--- config.mk ---
export PLATFORM = sky130hd
export DESIGN_NAME = alu_arbiter
export DESIGN_NICKNAME = d
export VERILOG_FILES = /design/src/rtl/alu_arbiter_pkg.sv /design/src/rtl/alu_arbiter_alu.sv /design/src/rtl/alu_arbiter.sv
export SDC_FILE = /design/constraint.sdc
export NUM_CORES = 1
export LEC_CHECK = 0
export CAP_MARGIN = 40
export CORE_UTILIZATION = 50
export CTS_BUF_LIST = sky130_fd_sc_hd__clkbuf_8
export CTS_CLUSTER_DIAMETER = 80
export DETAILED_ROUTE_END_ITERATION = 6
export PLACE_DENSITY = 0.8
export SETUP_SLACK_MARGIN = 0.3
export SLEW_MARGIN = 20
export SYNTH_ARGS = -nofsm -noshare
export SYNTH_HDL_FRONTEND = slang
export SYNTH_HIERARCHICAL = 1
export SYNTH_SLANG_ARGS = --single-unit
--- constraint.sdc ---
create_clock -name clk -period 7.12 [get_ports clk]
set_input_delay 1.068 -clock clk [delete_from_list [all_inputs] [get_ports clk]]
set_output_delay 1.068 -clock clk [all_outputs]
set_load 0.01 [all_outputs]
--- src/rtl/alu_arbiter_pkg.sv ---
// Shared alu_func definitions for the ALU arbiter slice.
// Holds the FuncCode constants, the arbiter FSM state encoding
// and a small owner-index helper used by the top level.
package alu_arbiter_pkg;

    // FuncCode values understood by the alu; any other code yields zero.
    localparam logic [3:0] FUNC_ADD = 4'h0;
    localparam logic [3:0] FUNC_SUB = 4'h1;
    localparam logic [3:0] FUNC_AND = 4'h2;
    localparam logic [3:0] FUNC_OR  = 4'h3;
    localparam logic [3:0] FUNC_XOR = 4'h4;
    localparam logic [3:0] FUNC_NOT = 4'h5;

    // Arbiter FSM states: one operation in flight at a time.
    typedef enum logic [1:0] {
        IDLE = 2'd0,
        EXEC = 2'd1,
        RESP = 2'd2
    } arb_state_t;

    // One-hot vector for a requester index (0 or 1).
    function automatic logic [1:0] owner_onehot(input logic idx);
        return idx ? 2'b10 : 2'b01;
    endfunction

endpackage

--- src/rtl/alu_arbiter_alu.sv ---
// Combinational ALU shared by both requesters of the arbiter.
// OverflowFlag reports two's-complement overflow for ADD/SUB and is
// zero for logic operations and unknown codes.
module alu
    import alu_arbiter_pkg::*;
#(
    parameter int data_width = 16
) (
    input  logic [data_width-1:0] a,
    input  logic [data_width-1:0] b,
    input  logic [3:0]            func,
    output logic [data_width-1:0] c,
    output logic                  ovf
);

    localparam int MSB = data_width - 1;

    // Decode FuncCode into result and signed-overflow flag.
    always_comb begin
        c   = '0;
        ovf = 1'b0;
        case (func)
            FUNC_ADD: begin
                c   = a + b;
                ovf = (a[MSB] == b[MSB]) && (c[MSB] != a[MSB]);
            end
            FUNC_SUB: begin
                c   = a - b;
                ovf = (a[MSB] != b[MSB]) && (c[MSB] != a[MSB]);
            end
            FUNC_AND: c = a & b;
            FUNC_OR:  c = a | b;
            FUNC_XOR: c = a ^ b;
            FUNC_NOT: c = ~a;
            default: begin
                c   = '0;
                ovf = 1'b0;
            end
        endcase
    end

endmodule

--- src/rtl/alu_arbiter.sv ---
// Two-requester front end for a single shared alu.
// Sequence per operation: IDLE (grant/accept) -> EXEC (compute and
// register result) -> RESP (hold result until the owner takes it).
// Ties are round-robin; defining ALU_ARBITER_FIXED_PRIO_EN makes
// requester 0 always win ties instead.
module alu_arbiter
    import alu_arbiter_pkg::*;
#(
    parameter int data_width = 16
) (
    input  logic                  clk,
    input  logic                  reset,
    input  logic [1:0]            req_valid,
    output logic [1:0]            req_ready,
    input  logic [data_width-1:0] req_a0,
    input  logic [data_width-1:0] req_b0,
    input  logic [data_width-1:0] req_a1,
    input  logic [data_width-1:0] req_b1,
    input  logic [3:0]            req_func0,
    input  logic [3:0]            req_func1,
    output logic [1:0]            rsp_valid,
    input  logic [1:0]            rsp_ready,
    output logic [data_width-1:0] rsp_c,
    output logic                  rsp_ovf,
    output logic                  busy
);

    arb_state_t            state_reg;
    arb_state_t            state_next;
    logic                  owner_reg;
    logic [data_width-1:0] a_reg;
    logic [data_width-1:0] b_reg;
    logic [3:0]            func_reg;
    logic [data_width-1:0] rsp_c_reg;
    logic                  rsp_ovf_reg;

    logic                  grant_idx;
    logic                  accept;
    logic [data_width-1:0] alu_c;
    logic                  alu_ovf;

    // Per-requester views of the operand ports, indexable by grant.
    logic [data_width-1:0] req_a    [2];
    logic [data_width-1:0] req_b    [2];
    logic [3:0]            req_func [2];

    assign req_a[0]    = req_a0;
    assign req_a[1]    = req_a1;
    assign req_b[0]    = req_b0;
    assign req_b[1]    = req_b1;
    assign req_func[0] = req_func0;
    assign req_func[1] = req_func1;

`ifdef ALU_ARBITER_FIXED_PRIO_EN
    // Fixed priority: requester 0 wins whenever it asks.
    always_comb begin
        grant_idx = req_valid[0] ? 1'b0 : 1'b1;
    end
`else
    logic last_grant_reg;

    // Round-robin: on a tie, grant whoever was not granted last.
    always_comb begin
        grant_idx = req_valid[0] ? 1'b0 : 1'b1;
        if (&req_valid) begin
            grant_idx = ~last_grant_reg;
        end
    end

    // Last-grant pointer moves only when a request is actually taken.
    always_ff @(posedge clk) begin
        if (reset) begin
            last_grant_reg <= 1'b1;
        end else if (accept) begin
            last_grant_reg <= grant_idx;
        end
    end
`endif

    // Ready only in IDLE, only to the granted requester that is asking.
    generate
        for (genvar gi = 0; gi < 2; gi++) begin : g_ready
            assign req_ready[gi] = (state_reg == IDLE) && !reset &&
                                   req_valid[gi] && (grant_idx == gi[0]);
        end
    endgenerate

    assign accept = |(req_valid & req_ready);

    alu #(
        .data_width(data_width)
    ) aluInst (
        .a    (a_reg),
        .b    (b_reg),
        .func (func_reg),
        .c    (alu_c),
        .ovf  (alu_ovf)
    );

    // Next-state logic; the non-owner rsp_ready bit is ignored.
    always_comb begin
        state_next = state_reg;
        case (state_reg)
            IDLE:    if (accept) state_next = EXEC;
            EXEC:    state_next = RESP;
            RESP:    if (rsp_ready[owner_reg]) state_next = IDLE;
            default: state_next = IDLE;
        endcase
    end

    // State register; reset drops any in-flight operation.
    always_ff @(posedge clk) begin
        if (reset) begin
            state_reg <= IDLE;
        end else begin
            state_reg <= state_next;
        end
    end

    // Latch the granted request on accept; register alu output in EXEC.
    always_ff @(posedge clk) begin
        if (reset) begin
            owner_reg   <= 1'b0;
            a_reg       <= '0;
            b_reg       <= '0;
            func_reg    <= '0;
            rsp_c_reg   <= '0;
            rsp_ovf_reg <= 1'b0;
        end else begin
            if (accept) begin
                owner_reg <= grant_idx;
                a_reg     <= req_a[grant_idx];
                b_reg     <= req_b[grant_idx];
                func_reg  <= req_func[grant_idx];
            end
            if (state_reg == EXEC) begin
                rsp_c_reg   <= alu_c;
                rsp_ovf_reg <= alu_ovf;
            end
        end
    end

    assign rsp_valid = (state_reg == RESP) ? owner_onehot(owner_reg) : 2'b00;
    assign rsp_c     = rsp_c_reg;
    assign rsp_ovf   = rsp_ovf_reg;
    assign busy      = (state_reg != IDLE);

endmodule

Word level (Yosys, flattened, before mapping)
Index checks and enable logic that the tools add are counted.
Widths: inputs -> output; s select.
Word-level totals
  bits in registers: 57
  input bits: 78
  word-level logic and storage cells: 67
Operators by class
  $add $sub $neg: 2
  $lt $le $gt $ge: 2
  equality and inequality tests: 13
  multiplexer cells: 20
  bitwise gates (word level): 8
  reduce and logical (&&, ||, !) cells: 14
Operators by type and width (number)
  $mux 16: 6
  $pmux 16 s6: 1
  $add 16x16->16: 1
  $and 16x16->16: 1
  $not 16->16: 1
  $or 16x16->16: 1
  $sub 16x16->16: 1
  $xor 16x16->16: 1
  $mux 4: 3
  $eq 4x2->1 const B: 2
  $eq 4x3->1 const B: 2
  $mux 2: 4
  $logic_and 1x1->1: 7
  $pmux 2 s3: 1
  $eq 4x1->1 const B: 1
  $logic_not 4->1: 1
  $mux 1: 4
  $ne 2x2->1 const B: 2
  $reduce_and 2->1: 2
  $ne 1x1->1: 3
  $and 2x2->2: 1
  $eq 2x1->1 const B: 1
  $eq 2x2->1 const B: 1
  $ge 2x2->1 const B: 1
  other kinds (9): 10

Longest topological paths before layout
  word-level depth: 8
  mapped depth: 14

Cells and area by module
The synthesis kept the hierarchy.
By module, submodules not included
  alu_arbiter: times used 1, cells each 306, area an instance 2567.5 um2
  alu: times used 1, cells each 335, area an instance 2294.7 um2

Worst setup path after synthesis
OpenSTA, ideal clock, no wires.
  path type: input port to output port
  start point: input port req_valid[1]
  end point: output port req_ready[0]
  arrival: 1.954 ns
  data required time: 6.052 ns
  path slack: 4.098 ns
  stages on the path: 4
  cell sequence: nor2b_1 > buf_2 > buf_2 > nor4b_1
On the way
  word-level cells in the longest chain between the ends: 4
Ends and longest elaborated chain
  start, declared: line alu_arbiter.sv:13  | input logic [1:0] req_valid,
  $reduce_and 2->1: line alu_arbiter.sv:65  | if (&req_valid) begin
  $mux 1: line alu_arbiter.sv:65
  $not 1->1: line alu_arbiter.sv:84  | req_valid[gi] && (grant_idx == gi[0]);
  $logic_and 1x1->1: line alu_arbiter.sv:84
  end, declared: line alu_arbiter.sv:14  | output logic [1:0] req_ready,
Every way passes these cells.

Final worst setup path
  start point: input port req_valid[0]
  end point: output port req_ready[1]
On the way
  word-level cells in the longest chain between the ends: 3
  elaborated cells between the ends (all ways): 4
Ends and longest elaborated chain (line)
  $mux 1 or $reduce_and 2->1 (tied branches): alu_arbiter.sv:64, alu_arbiter.sv:65
  $mux 1 (*): alu_arbiter.sv:65
  $logic_and 1x1->1 (*): alu_arbiter.sv:84
Mark *: on every way between the ends. The rest lies on a longest branch, timed or not.

==> run metrics <==
asr flop ratio synth 0%; Cell Pwr Density 218.3 nW/µm²; Setup WS post-layout between 3000 and 4000 ps; largest net degree at the start of global routing 60; DRT Pass-1 Iters 5; worst slew pin tran 884.7 ps; count leader, synth a21oi_1; Num CTS Buffers 9; crit end category output port; Die Area around 10000 µm²; Rows 35; Worst-path clk slew around 70 ps; setup_tns 0 ps; share of layout cells above drive strength 1 around 7.3%; Placed Area 5807 µm²; Post-DRT Antenna Nets 0; critical path required time around 6100 ps; core footprint between 9000 and 10000 µm²; Slew Limit Fails 0; DRC violations left 0; Peak VDD IR about 0.11 mV; Post-Synth Simple-Gate Area 25.63%; Via-to-Cell Ratio between 6 and 7; worst-skew pair later-pin latency 360 ps; top_reg_cell synth dfxtp_1; Hold Crit Class flip-flop to flip-flop; Rel. slew slack roughly 41%; WL/cell around 16 µm; Die Wd approximately 100 µm; cells after synthesis 641; EDFF count, synth 0; status finished, final reports clean; max-cap violations 0; Synth Cell Area approximately 4900 µm²; # fillers a little under 800; Avg Cell Area, Syn about 7.6 µm²; Root Buffer clkbuf_8; Tot GR Track Use between 20% and 30%; IO buf count 99; min cycle time layout 3926 ps; vias in the first global route between 4000 and 5000; nets 840; design area 6026 µm²; critical path peak fanout 38; RePlAce Congestion 0.9263; # Post-CTS Setup Buffers 0; Area Growth Syn to Fin 23.93%; Starting Density a little over half; final setup skew about 20 ps; Core Util, Final around 65%; Hold Buf Count CTS 0; CTS resizes 0; Synth top area share 23.47%; crit start category input pin; RSZ-0062 raised after global routing false; global-route wire length before repair ~22000 µm; maximum root-to-sink buffer count 2; post-route insts no fill 840; Synth Area in XOR/XNOR 2.522%; CTS sink cnt 57; via count a little over 5000; Chip Height approximately 100 µm; worst slack, placed roughly 3200 ps; maximum clock rate approximately 250 MHz; Ant. Diodes 0; grt total ovfl 0; adder-cell area share of the yosys netlist about 15%; R2R setup slack 4080 ps; top post-synthesis cells by count a21oi_1 (95), nor3_1 (59), dfxtp_1 (57); CTS tree yes; Crit path arrival time around 2900 ps; Unique masters post-synth 61; Hold Vio Cnt, Final 0; Warnings, synthesis 6; final setup violation count 0; Routed WL between 10000 and 15000 µm; Starting DRT DRC Count ~460; kind of critical path input pin to output port; Leak 2.325 nW; sequential area share after synthesis between 20% and 30%; Seq cells post-synth between 50 and 60; proportion of synthesized area in mux cells under 10%; Final period util 55.14%; cell taking the most area after synthesis dfxtp_1; H-Tree Level Count 3; syn_nets between 700 and 800; placed cells 824; post-synthesis compound-gate area fraction around 22%; top post-synthesis cells by area dfxtp_1 (23%), ha_1 (14%), a21oi_1 (9.8%); largest family of logic cells by synthesized area simple AND/OR/NAND/NOR gates; I/O Pins 100; initial antenna violation count 0; DP HPWL approximately 10000 µm
## routing by layer
layer / vias to the layer above / GRT usage, % / share of wire, %
met3: 50 / 5.687 / 7.4
met1: 2298 / 36.47 / 45
met2: 256 / 44.57 / 45
met4: 0 / 14.16 / 3.4
li1: 2446 / - / -
met5: - / 0 / 0
## where the power goes
part / internal [W] / switching (W)
combinational: 0.000239 / 0.000326
sequential: 0.000356 / 0.0000455
clock: 0.000198 / 0.000151
## cell type report
type                       count  area [µm²]  area share, %
multi-input combinational    484        3266          54.19
sequential                    57        1141          18.94
timing repair buffer         107        1062          17.63
inverter                      47       176.4          2.928
tap                          129       161.4          2.679
clock buffer                   9       123.9          2.056
clock inverter                 7       95.09          1.578
## critical path, cell delays in order
cell	delay [ps]
clkdlybuf4s50_1	550
a21bo_2	630
nor3_1	90
clkdlybuf4s50_1	510
## cell usage in the layout (no fill, tap or decap), types with 4 or more instances in the layout
cell type        netlist  routed
ha_1                  54      54
a211oi_1               6       6
nand3_1                5       5
o21ai_0               16      16
mux2i_1                9       9
nor3_2                20      20
dfxtp_1               57      57
xnor2_1               13      13
nor3_1                59      59
clkdlybuf4s50_1        0      98
buf_4                  4       6
nand2_1               47      47
inv_1                 46      47
a21oi_1               95      95
o211ai_1               5       5
nand2b_1               5       5
clkbuf_8               0       9
nor2_1                38      37
o31ai_1                4       4
o221ai_1               9       9
o22ai_1                6       6
nor4_1                39      39
## stage by stage
stage	total power (W)	hold WS, ps
final	0.001315	455.4
after global routing	0.001393	477.0
after CTS	0.001307	457.5
after detailed placement	0.0009594	447.5
after global placement	0.0009376	441.7
after floorplan	0.0007995	479.1
## cell families after synthesis
logic type	after synthesis
AOI/OAI and AO/OA	173
muxes	9
buffers and inverters	100
adders and majority gates	56
and+or+nand+nor	232
xor gates and xnor gates	14
DFF	57
## worst paths after layout
check / start / end / depth (start not counted)
worst max-delay path: req_valid[0] / req_ready[1] / 4
worst min-delay path: rsp_c[14] / rsp_c[14] / 2
worst max register to register: a_reg[0] / rsp_c[14] / 13
worst min register to register: rsp_c[14] / rsp_c[14] / 2
Note: power is estimated with default switching activity, not from simulation.
